===== src/rtl/spectrum_frame_ctrl.sv =====
// Frame sequencer for a double-buffered FFT magnitude spectrum RAM.
// Optional COLLECT idle timeout enabled by defining SPEC_FRAME_TIMEOUT_EN.
module spectrum_frame_ctrl #(
  parameter int unsigned N_BINS      = 8192,
  parameter int unsigned TIMEOUT_CYC = 1048575
) (
  input  logic        clk,
  input  logic        rst_n,
  input  logic        run_en,
  output logic        fft_start,
  input  logic        mag_valid,
  input  logic [12:0] mag_addr,
  input  logic        rd_busy,
  output logic        wr_en,
  output logic [13:0] wr_addr,
  output logic        rd_bank,
  output logic        frame_done,
  output logic [15:0] frame_cnt,
  output logic        sync_err,
  output logic        overrun,
  input  logic        clr_flags
);

  typedef enum logic [2:0] {
    S_IDLE,
    S_START,
    S_COLLECT,
    S_SWAP,
    S_WAIT_RD
  } state_t;

  localparam logic [12:0] LAST_IDX = 13'(N_BINS - 1);

  state_t      r_state;
  state_t      w_next;
  logic        r_wr_bank;
  logic [12:0] r_exp_idx;
  logic [15:0] r_frame_cnt;
  logic        r_sync_err;
  logic        r_overrun;

  logic        w_collect;
  logic        w_hit;
  logic        w_miss;
  logic        w_stray;
  logic        w_timeout;
  logic        w_swap;

  assign w_collect = (r_state == S_COLLECT);
  assign w_hit     = w_collect && mag_valid && (mag_addr == r_exp_idx);
  assign w_miss    = w_collect && mag_valid && (mag_addr != r_exp_idx);
  assign w_stray   = !w_collect && mag_valid;

`ifdef SPEC_FRAME_TIMEOUT_EN
  logic [19:0] r_idle_cnt;

  // Counts consecutive COLLECT cycles without a bin; fires on the TIMEOUT_CYC-th.
  always_ff @(posedge clk or negedge rst_n) begin
    if (!rst_n) begin
      r_idle_cnt <= '0;
    end else if (!w_collect || mag_valid) begin
      r_idle_cnt <= '0;
    end else begin
      r_idle_cnt <= r_idle_cnt + 20'd1;
    end
  end

  assign w_timeout = w_collect && !mag_valid && (r_idle_cnt == 20'(TIMEOUT_CYC - 1));
`else
  assign w_timeout = 1'b0;
`endif

  always_ff @(posedge clk or negedge rst_n) begin
    if (!rst_n) begin
      r_state <= S_IDLE;
    end else begin
      r_state <= w_next;
    end
  end

  always_comb begin
    w_next = r_state;
    w_swap = 1'b0;
    case (r_state)
      S_IDLE: begin
        if (run_en) begin
          w_next = S_START;
        end
      end
      S_START: begin
        w_next = S_COLLECT;
      end
      S_COLLECT: begin
        if (w_miss || w_timeout) begin
          w_next = S_IDLE;
        end else if (w_hit && (mag_addr == LAST_IDX)) begin
          w_next = S_SWAP;
        end
      end
      S_SWAP, S_WAIT_RD: begin
        // Swap is only legal while the reader is off the read bank.
        if (!rd_busy) begin
          w_swap = 1'b1;
          w_next = run_en ? S_START : S_IDLE;
        end else begin
          w_next = S_WAIT_RD;
        end
      end
      default: begin
        w_next = S_IDLE;
      end
    endcase
  end

  always_ff @(posedge clk or negedge rst_n) begin
    if (!rst_n) begin
      r_exp_idx   <= '0;
      r_wr_bank   <= 1'b0;
      r_frame_cnt <= '0;
    end else begin
      if (r_state == S_START) begin
        r_exp_idx <= '0;
      end else if (w_hit) begin
        r_exp_idx <= r_exp_idx + 13'd1;
      end
      if (w_swap) begin
        r_wr_bank   <= ~r_wr_bank;
        r_frame_cnt <= r_frame_cnt + 16'd1;
      end
    end
  end

  // Sticky flags: a coincident set beats clr_flags.
  always_ff @(posedge clk or negedge rst_n) begin
    if (!rst_n) begin
      r_sync_err <= 1'b0;
      r_overrun  <= 1'b0;
    end else begin
      if (w_miss || w_timeout) begin
        r_sync_err <= 1'b1;
      end else if (clr_flags) begin
        r_sync_err <= 1'b0;
      end
      if (w_stray) begin
        r_overrun <= 1'b1;
      end else if (clr_flags) begin
        r_overrun <= 1'b0;
      end
    end
  end

  assign fft_start  = (r_state == S_START);
  assign frame_done = w_swap;
  assign wr_en      = w_hit;
  assign wr_addr    = w_hit ? {r_wr_bank, mag_addr} : '0;
  assign rd_bank    = ~r_wr_bank;
  assign frame_cnt  = r_frame_cnt;
  assign sync_err   = r_sync_err;
  assign overrun    = r_overrun;

endmodule

===== config.mk =====
export PLATFORM = sky130hd
export DESIGN_NAME = spectrum_frame_ctrl
export DESIGN_NICKNAME = d
export VERILOG_FILES = /design/src/rtl/spectrum_frame_ctrl.sv
export SDC_FILE = /design/constraint.sdc
export NUM_CORES = 1
export LEC_CHECK = 0
export CAP_MARGIN = 5
export CORE_MARGIN = 2
export CORE_UTILIZATION = 25
export DETAILED_ROUTE_END_ITERATION = 8
export DONT_BUFFER_PORTS = 1
export GPL_TIMING_DRIVEN = 1
export PLACE_DENSITY = 0.45
export SETUP_SLACK_MARGIN = 0.15
export SLEW_MARGIN = 10
export SYNTH_ARGS = -nofsm -noshare
export SYNTH_HDL_FRONTEND = slang
export SYNTH_SLANG_ARGS = --single-unit

===== constraint.sdc =====
create_clock -name clk -period 2.8 [get_ports clk]
set_input_delay 0.28 -clock clk [delete_from_list [all_inputs] [get_ports clk]]
set_output_delay 0.28 -clock clk [all_outputs]
set_load 0.005 [all_outputs]

==> results of run 1 <==
-- metrics by stage --
stage / cells / utilization [%]
4_1_cts: 318 / 29.10
3_5_place_dp: 309 / 27.33
5_1_grt: 318 / 29.10
2_1_floorplan: 211 / -
3_3_place_gp: 309 / 27.33
6_report: 318 / 29.10
-- placed cells by master, fill, tap and decap left out, types with 7 or more instances in the layout --
master / count
a21oi_1: 11
nor2_1: 14
xnor2_1: 12
nand2_1: 17
and2_1: 13
dfrtp_1: 35
or4_1: 7
nor3_1: 7
o21ai_0: 7
xor2_1: 18
nand3_1: 14
-- state kept, by name, summed over array words and instances, names as in the netlist --
name / flops
frame_cnt: 16
overrun: 1
r_state: 3
r_wr_bank: 1
r_exp_idx: 13
sync_err: 1
-- power breakdown --
part	switching [µW]	total [µW]	internal, µW
registers	75.7	636	561
clock network	191	451	260
logic	141	224	83.4
-- metal layers --
layer / global-route usage, % / up-vias / share of wire [%]
met2: 16.55 / 57 / 41
met3: 4.029 / 7 / 8.1
met5: 0 / - / 0
met1: 15.59 / 725 / 49
li1: - / 759 / -
met4: 3.309 / 0 / 1.2
-- cells by family after synthesis --
group | synth area share, %
AO/OA/AOI/OAI | 10.16
adder cells (fa/ha/maj) | 1.262
buffers and inverters | 2.525
XOR/XNOR | 13.26
flip-flops | 44.19
AND/OR/NAND/NOR | 28.60
-- repair_timing --
item / CTS / global route
hold buffers: 2 / 0
buffers inserted: 0 / 0
hold endpoints to repair: 35 / 0
-- cell type report --
cell class	count	area [µm²]	area share (%)
multi-input combinational	163	1056	47.20
sequential	35	875.8	39.15
tap	102	127.6	5.705
clock buffer	5	68.82	3.076
timing repair buffer	4	45.04	2.013
clock inverter	2	37.54	1.678
inverter	7	26.28	1.174
-- worst max-delay path by stage --
stage | from | end | slack, ns | cells past startpoint
finish | r_exp_idx[6] | wr_addr[5] | 0.44 | 7
global route | r_exp_idx[6] | wr_addr[10] | 0.30 | 7
CTS | r_exp_idx[6] | wr_addr[7] | 0.43 | 7
detailed placement | r_exp_idx[6] | r_exp_idx[9] | 0.75 | 6
global placement | r_exp_idx[6] | r_exp_idx[11] | 0.76 | 6
floorplan | r_exp_idx[7] | wr_addr[10] | 0.89 | 6
-- worst max-delay path: stages, from the launching register on --
cell and delay (ns):
dfrtp_1 0.44, xor2_1 0.19, nor4_2 0.36, nand4_1 0.13, buf_4 0.22, nor2_1 0.10
buf_4 0.19, and2_1 0.16
==> flow_summary.ini, run 1 <==
[sta]
min_period_ns = 2.357
max_slew_margin_pct = 65.65
setup_viol = 0
max_clock_freq_mhz = 424.2
holdWs_ns = 0.1109
period_share_pct = 84.19
rsz0062_at_grt = no
maxSlewViolCount = 0
finalSetupTns_ns = 0
final_hold_viol_count = 0
worst_pin_slew_ns = 0.5147
clock_skew_ns = 0.008176
setup_slack_ns = 0.4427

[place]
portBuffers = 0
dpl_cell_area_um2 = 2101
hpwl_um = 3481
pre_cts_slack_ns = 0.7515
place.gp.congestion = 0.8338

[setup_path]
critPathLaunchType = register
r2r-end = r_exp_idx[9]
crit_type = reg2out
cp_data_required_time_ns = 2.52
ff2ff_path_depth = 6
cp_data_arrival_time_ns = 2.08
r2r_setup_slack_ns = 0.72
r2r-start = r_exp_idx[6]
cp_max_fo = 21
cp-end-kind = output port

[synthesis]
async_flop_share_pct = 100.0
syn_area_um2 = 1982
synth_edf_count = 0
netlist.area_leader.share_pct = 44.19
syn-num-nets = 232
synth.area.top_cells = dfrtp_1, xor2_1, xnor2_1
synth_common_cells = dfrtp_1, xor2_1, nand2_1, nand3_1, nor2_1
synth_most_common_cell = dfrtp_1
synth_flop_cell = dfrtp_1
synth_area_per_cell_um2 = 9.393
seq_area_frac_synth_pct = 44.19
synth_top_area_cell = dfrtp_1
yosysWarnings = 0
ys_ff_latch = 35
ys_types = 37
synth_cells = 211

[drt]
dr.pass1.iters = 4
drtAntennaViolNets = 0
drt_iter0_drc = 56
route.detailed.wl_per_inst_um = 14.92
drc = 0
num_vias = 1548
wl_um = 4743
via_per_inst = 4.868

[floorplanning]
rows = 32
start_util_pct = 25.78
ioPinCount = 55
fp.coreArea_um2 = 7687
die_w_um = 93.04
die_h_um = 93.04
design.die.area_um2 = 8656

[min_path]
min-delay-start = clr_flags
hp-class = in2reg
hold_path_end = overrun
whs_path_depth = 1

[power]
p_leak_uw = 0.0009635
p_per_area_nw_per_um2 = 586.5
finalPower_uw = 1312
ir_drop_mv = 0.3356

[status]
run_status = finished, final reports clean

[global_routing]
first_global_vias = 1517
grt_use_total_pct = 11.27
grt_pass1_wl_um = 7624
grt-ovfl-total = 0
grt_antenna_before_repair = 0
grt_max_degree = 36

[cts]
cts_resized = 0
root_buffer = clkbuf_8
cts.clk_slew.worst_paths_ns = 0.08
cts_tree = done
clock_latency_ns = 0.29
htree_levels = 2
cts_made_buffers = 5
cts_num_sinks = 35
clockBufferDepth = 2

[finish]
stdcell_area_um2 = 2237
final_layout_size_suffix_gt1_share_pct = 8.333
nFillCells = 828
diodes = 0
nets = 237
area_growth_pct = 12.88

[job]
drv_cap = 0
No activity file was read; power rests on OpenSTA's default activity.
==> run 2, diff against run 1 <==
Clock period 2.8 ns to 2.45 ns, I/O delays scaled along.
==> flow_summary.ini, run 2 (synthesis gave the netlist of run 1 again) <==
[status]
run_status = finished, final reports clean

[power]
p_per_area_nw_per_um2 = 613.6
p_leak_uw = 0.001030
finalPower_uw = 1459
ir_drop_mv = 0.3199

[floorplanning]
die_w_um = 93.04
ioPinCount = 55
rows = 32
die_h_um = 93.04
design.die.area_um2 = 8656
start_util_pct = 25.78
fp.coreArea_um2 = 7687

[cts]
clock_latency_ns = 0.29
cts_tree = done
htree_levels = 2
clockBufferDepth = 2
cts.clk_slew.worst_paths_ns = 0.08
cts_num_sinks = 35
root_buffer = clkbuf_8
cts_made_buffers = 5

[finish]
fin_cells = 330
final_common_cell = dfrtp_1
diodes = 0
largest_reg_flops = 16
nets = 248
final_cell_mix = dfrtp_1, xor2_1, nand2_1, nand3_1
area_growth_pct = 19.95
final_layout_size_suffix_gt1_share_pct = 20.61

[setup_path]
ff2ff_path_depth = 7
critPathLaunchType = register
crit_top_cell = buf_6
max_stage_delay_ns = 0.42
crit_type = reg2out
r2r-start = r_exp_idx[6]
cp-end-kind = output port
slowest_stage = dfrtp_1
worstPathCellList = xor2_1 -> nor4_2 -> nand4_1 -> buf_6 -> nor2_4 -> buf_6 -> and2_4
startpoint = r_exp_idx[6]
r2r-end = r_exp_idx[8]
cp_max_fo = 6
cp_data_required_time_ns = 2.20
cp_data_arrival_time_ns = 1.97
r2r_setup_slack_ns = 0.34

[sta]
min_period_ns = 2.220
period_share_pct = 90.60
maxSlewViolCount = 0
max_clock_freq_mhz = 450.5
rsz0062_at_grt = yes
holdWs_ns = 0.05291
finalSetupTns_ns = 0
worst_pin_slew_ns = 0.5022
final_hold_viol_count = 0
setup_viol = 0
clock_skew_ns = 0.007186
setup_slack_ns = 0.2302
max_slew_margin_pct = 66.45

[global_routing]
grt-ovfl-total = 0
grt_max_degree = 36
grt_pass1_wl_um = 8073
first_global_vias = 1638
grt_use_total_pct = 11.67
grt_antenna_before_repair = 0

[place]
hpwl_um = 3533
portBuffers = 0
place.gp.congestion = 0.8350
dpl.cell_count = 311
pre_cts_slack_ns = 0.4340

[drt]
dr.pass1.iters = 4
drc = 0
wl_met1_um = 2363
via_per_inst = 4.900
top_layer = met4
num_vias = 1617
drt_iter0_drc = 86
wl_um = 5002
route.detailed.wl_per_inst_um = 15.16
met3_wirelength_um = 398
drtAntennaViolNets = 0
wl_met2_um = 2166

[min_path]
whs_path_depth = 1
min-delay-start = clr_flags
hold_path_end = overrun
hp-class = in2reg

[job]
drv_cap = 0
==> run 2: changes by cell type in the layout (fill, tap and decap cells not counted), sizes merged <==
cell / previous run / this run
buf: 3 / 14
bufinv: 1 / 0
clkbuf: 5 / 6
clkinv: 0 / 1
==> run 2: how the worst max path moves through the flow <==
| stage | to | cells past startpoint | slack [ns] |
|---|---|---|---|
| floorplan | wr_addr[10] | 6 | 0.57 |
| global placement | r_exp_idx[9] | 6 | 0.43 |
| detailed placement | frame_cnt[12] | 6 | 0.43 |
| CTS | wr_addr[1] | 7 | 0.17 |
| global route | wr_addr[10] | 7 | 0.08 |
| finish | wr_addr[10] | 7 | 0.23 |
==> run 2: where the power goes <==
| part | internal (µW) | leakage [µW] | switching [µW] |
|---|---|---|---|
| clock | 229 | 0.0000474 | 222 |
| combinational | 109 | 0.000519 | 166 |
| sequential | 640 | 0.000464 | 91.8 |
==> run 2: through the flow <==
step,utilization (%),instance area [µm²]
3_5_place_dp,27.52,2116
5_1_grt,30.92,2377
6_report,30.92,2377
2_1_floorplan,-,1982
3_3_place_gp,27.52,2116
4_1_cts,29.20,2245
==> run 2: critical path: cells and delay by family, from the launching register on <==
family,cells,cell delay (ns)
simple gates,4,0.76
buf+inv,2,0.33
xor+xnor,1,0.18
flops,1,0.42
==> run 2: layout make-up <==
cell class                      instances  area, µm²
Timing Repair Buffer                   15      137.6
Clock buffer                            6      82.58
Fill cell                             822       5310
Inverter                                7      26.28
Tap cell                              102      127.6
Multi-Input combinational cell        163       1110
Clock inverter                          2      16.27
Sequential cell                        35      877.1
==> run 2: routing by layer <==
layer | track usage, % | vias to the layer above
li1 | - | 777
met1 | 15.80 | 770
met2 | 17.21 | 62
met3 | 4.271 | 8
met4 | 3.922 | 0
met5 | 0 | -
==> run 2: what timing repair did <==
item                                   in CTS  in global routing
setup endpoints to repair                   0                 15
endpoints found under the hold margin      35                  0
resized for setup                           0                 23
setup buffers                               0                  6
hold buffers                                2                  0
==> run 3, diff against run 2 <==
Settings changed: CORE_UTILIZATION 25 to 43, MAX_ROUTING_LAYER set to met4, PLACE_DENSITY 0.45 to 0.65.
==> flow_summary.ini, run 3 (synthesis gave the netlist of run 1 again) <==
[place]
portBuffers = 0
hpwl_um = 3079
place.gp.congestion = 0.7910
dpl.cell_count = 260
dpl_cell_area_um2 = 2046

[sta]
setup_viol = 0
max_clock_freq_mhz = 447.1
worst_pin_slew_ns = 0.4965
clock_skew_ns = 0.007631
rsz0062_at_grt = no
min_period_ns = 2.237
max_slew_margin_pct = 66.87
maxSlewViolCount = 0
period_share_pct = 91.29
finalSetupTns_ns = 0
final_hold_viol_count = 0

[cts]
clockBufferDepth = 2
cts_made_buffers = 5
cts.clk_slew.worst_paths_ns = 0.07
htree_levels = 2
root_buffer = clkbuf_8
cts_tree = done
clock_latency_ns = 0.28
cts_num_sinks = 35

[power]
ir_drop_mv = 0.4758
p_leak_uw = 0.001003
p_per_area_nw_per_um2 = 608.6

[drt]
route.detailed.wl_per_inst_um = 15.93
drc = 0
drt_iter0_drc = 108
via_per_inst = 5.763
drtAntennaViolNets = 0
dr.pass1.iters = 4
num_vias = 1602
wl_um = 4428

[global_routing]
grt_max_degree = 36
grt_antenna_before_repair = 0
grt_use_total_pct = 17.98
met2_usage_pct = 27.26
grt_pass1_wl_um = 6989
use_met3_pct = 5.972
first_global_vias = 1484
use_met1_pct = 23.49
grt-ovfl-total = 0
grt.busiest_layer = met2

[floorplanning]
die_w_um = 71.89
die_h_um = 71.89
start_util_pct = 45.21
ioPinCount = 55
fp.coreArea_um2 = 4384
rows = 24
design.die.area_um2 = 5168

[finish]
area_growth_pct = 12.75
stdcell_area_um2 = 2235
nets = 248
fin_cells = 278
final_cell_mix = dfrtp_1, xor2_1, nand2_1, nand3_1
nFillCells = 412
diodes = 0
final_layout_size_suffix_gt1_share_pct = 12.83
final_common_cell = dfrtp_1
largest_reg_flops = 16

[setup_path]
max_stage_delay_ns = 0.44
cp_data_arrival_time_ns = 1.99
cp_data_required_time_ns = 2.20
worstPathCellList = xor2_1 -> nor4_2 -> nand4_1 -> buf_6 -> nor2_4 -> buf_4 -> and2_1
crit_type = reg2out
path_delay_family = simple AND/OR/NAND/NOR gates
cp_max_fo = 7
critPathLaunchType = register
cp-end-kind = output port
slowest_stage = dfrtp_1
crit_buf_inv = 2

[status]
run_status = finished, final reports clean

[job]
drv_cap = 0

[min_path]
hp-class = in2reg
[run 3: changes by cell type in the layout (fill, tap and decap cells not counted), sizes merged]
cell,delta
clkinvlp,-1
clkinv,-1
[run 3: stage by stage]
stage	hold WS [ns]	power [µW]	util, %	setup slack, ns
3_5_place_dp	-0.04962	981.2	46.66	0.4003
5_1_grt	0.07548	1447	50.97	0.09246
3_3_place_gp	-0.04927	978.3	46.66	0.4403
4_1_cts	0.05670	1378	49.00	0.1614
6_report	0.06700	1360	50.97	0.2134
2_1_floorplan	-0.05059	906.5	-	0.5702
[run 3: final timing paths]
kind	startpoint	endpoint	slack, ns	cells past startpoint
max	r_exp_idx[6]	wr_addr[6]	0.21	7
min	clr_flags	sync_err	0.07	1
max reg2reg	r_exp_idx[6]	r_exp_idx[8]	0.27	7
min reg2reg	frame_cnt[15]	frame_cnt[15]	0.49	1
max in group asynchronous	rst_n	r_exp_idx[3]	1.84	2
min in group asynchronous	rst_n	r_exp_idx[9]	0.41	2
[run 3: area by class of cell]
type,count,area [µm²],area share (%)
multi-input cells,163,1064,47.59
flip-flops and latches,35,877.1,39.25
repair buffers,15,130.1,5.823
clock buffers,6,72.57,3.247
well taps,52,65.06,2.912
inverters,7,26.28,1.176
[run 3: where the power goes]
part	switching [µW]	internal, µW
combinational	159	100
sequential	85.3	641
clock	185	189
total	429	931
[run 3: layer usage]
metal	part of all wire (%)	up-vias
li1	-	777
met1	45	763
met2	47	59
met3	7.7	3
met4	0.68	0
met5	0	-
[run 3: repair_timing]
item,in CTS,in global routing
setup buffers,0,7
gates cloned,0,3
gates resized for setup,0,6
endpoints found under the setup margin,13,13
pin swaps,1,3
hold buffers,2,0
endpoints found under the hold margin,35,0
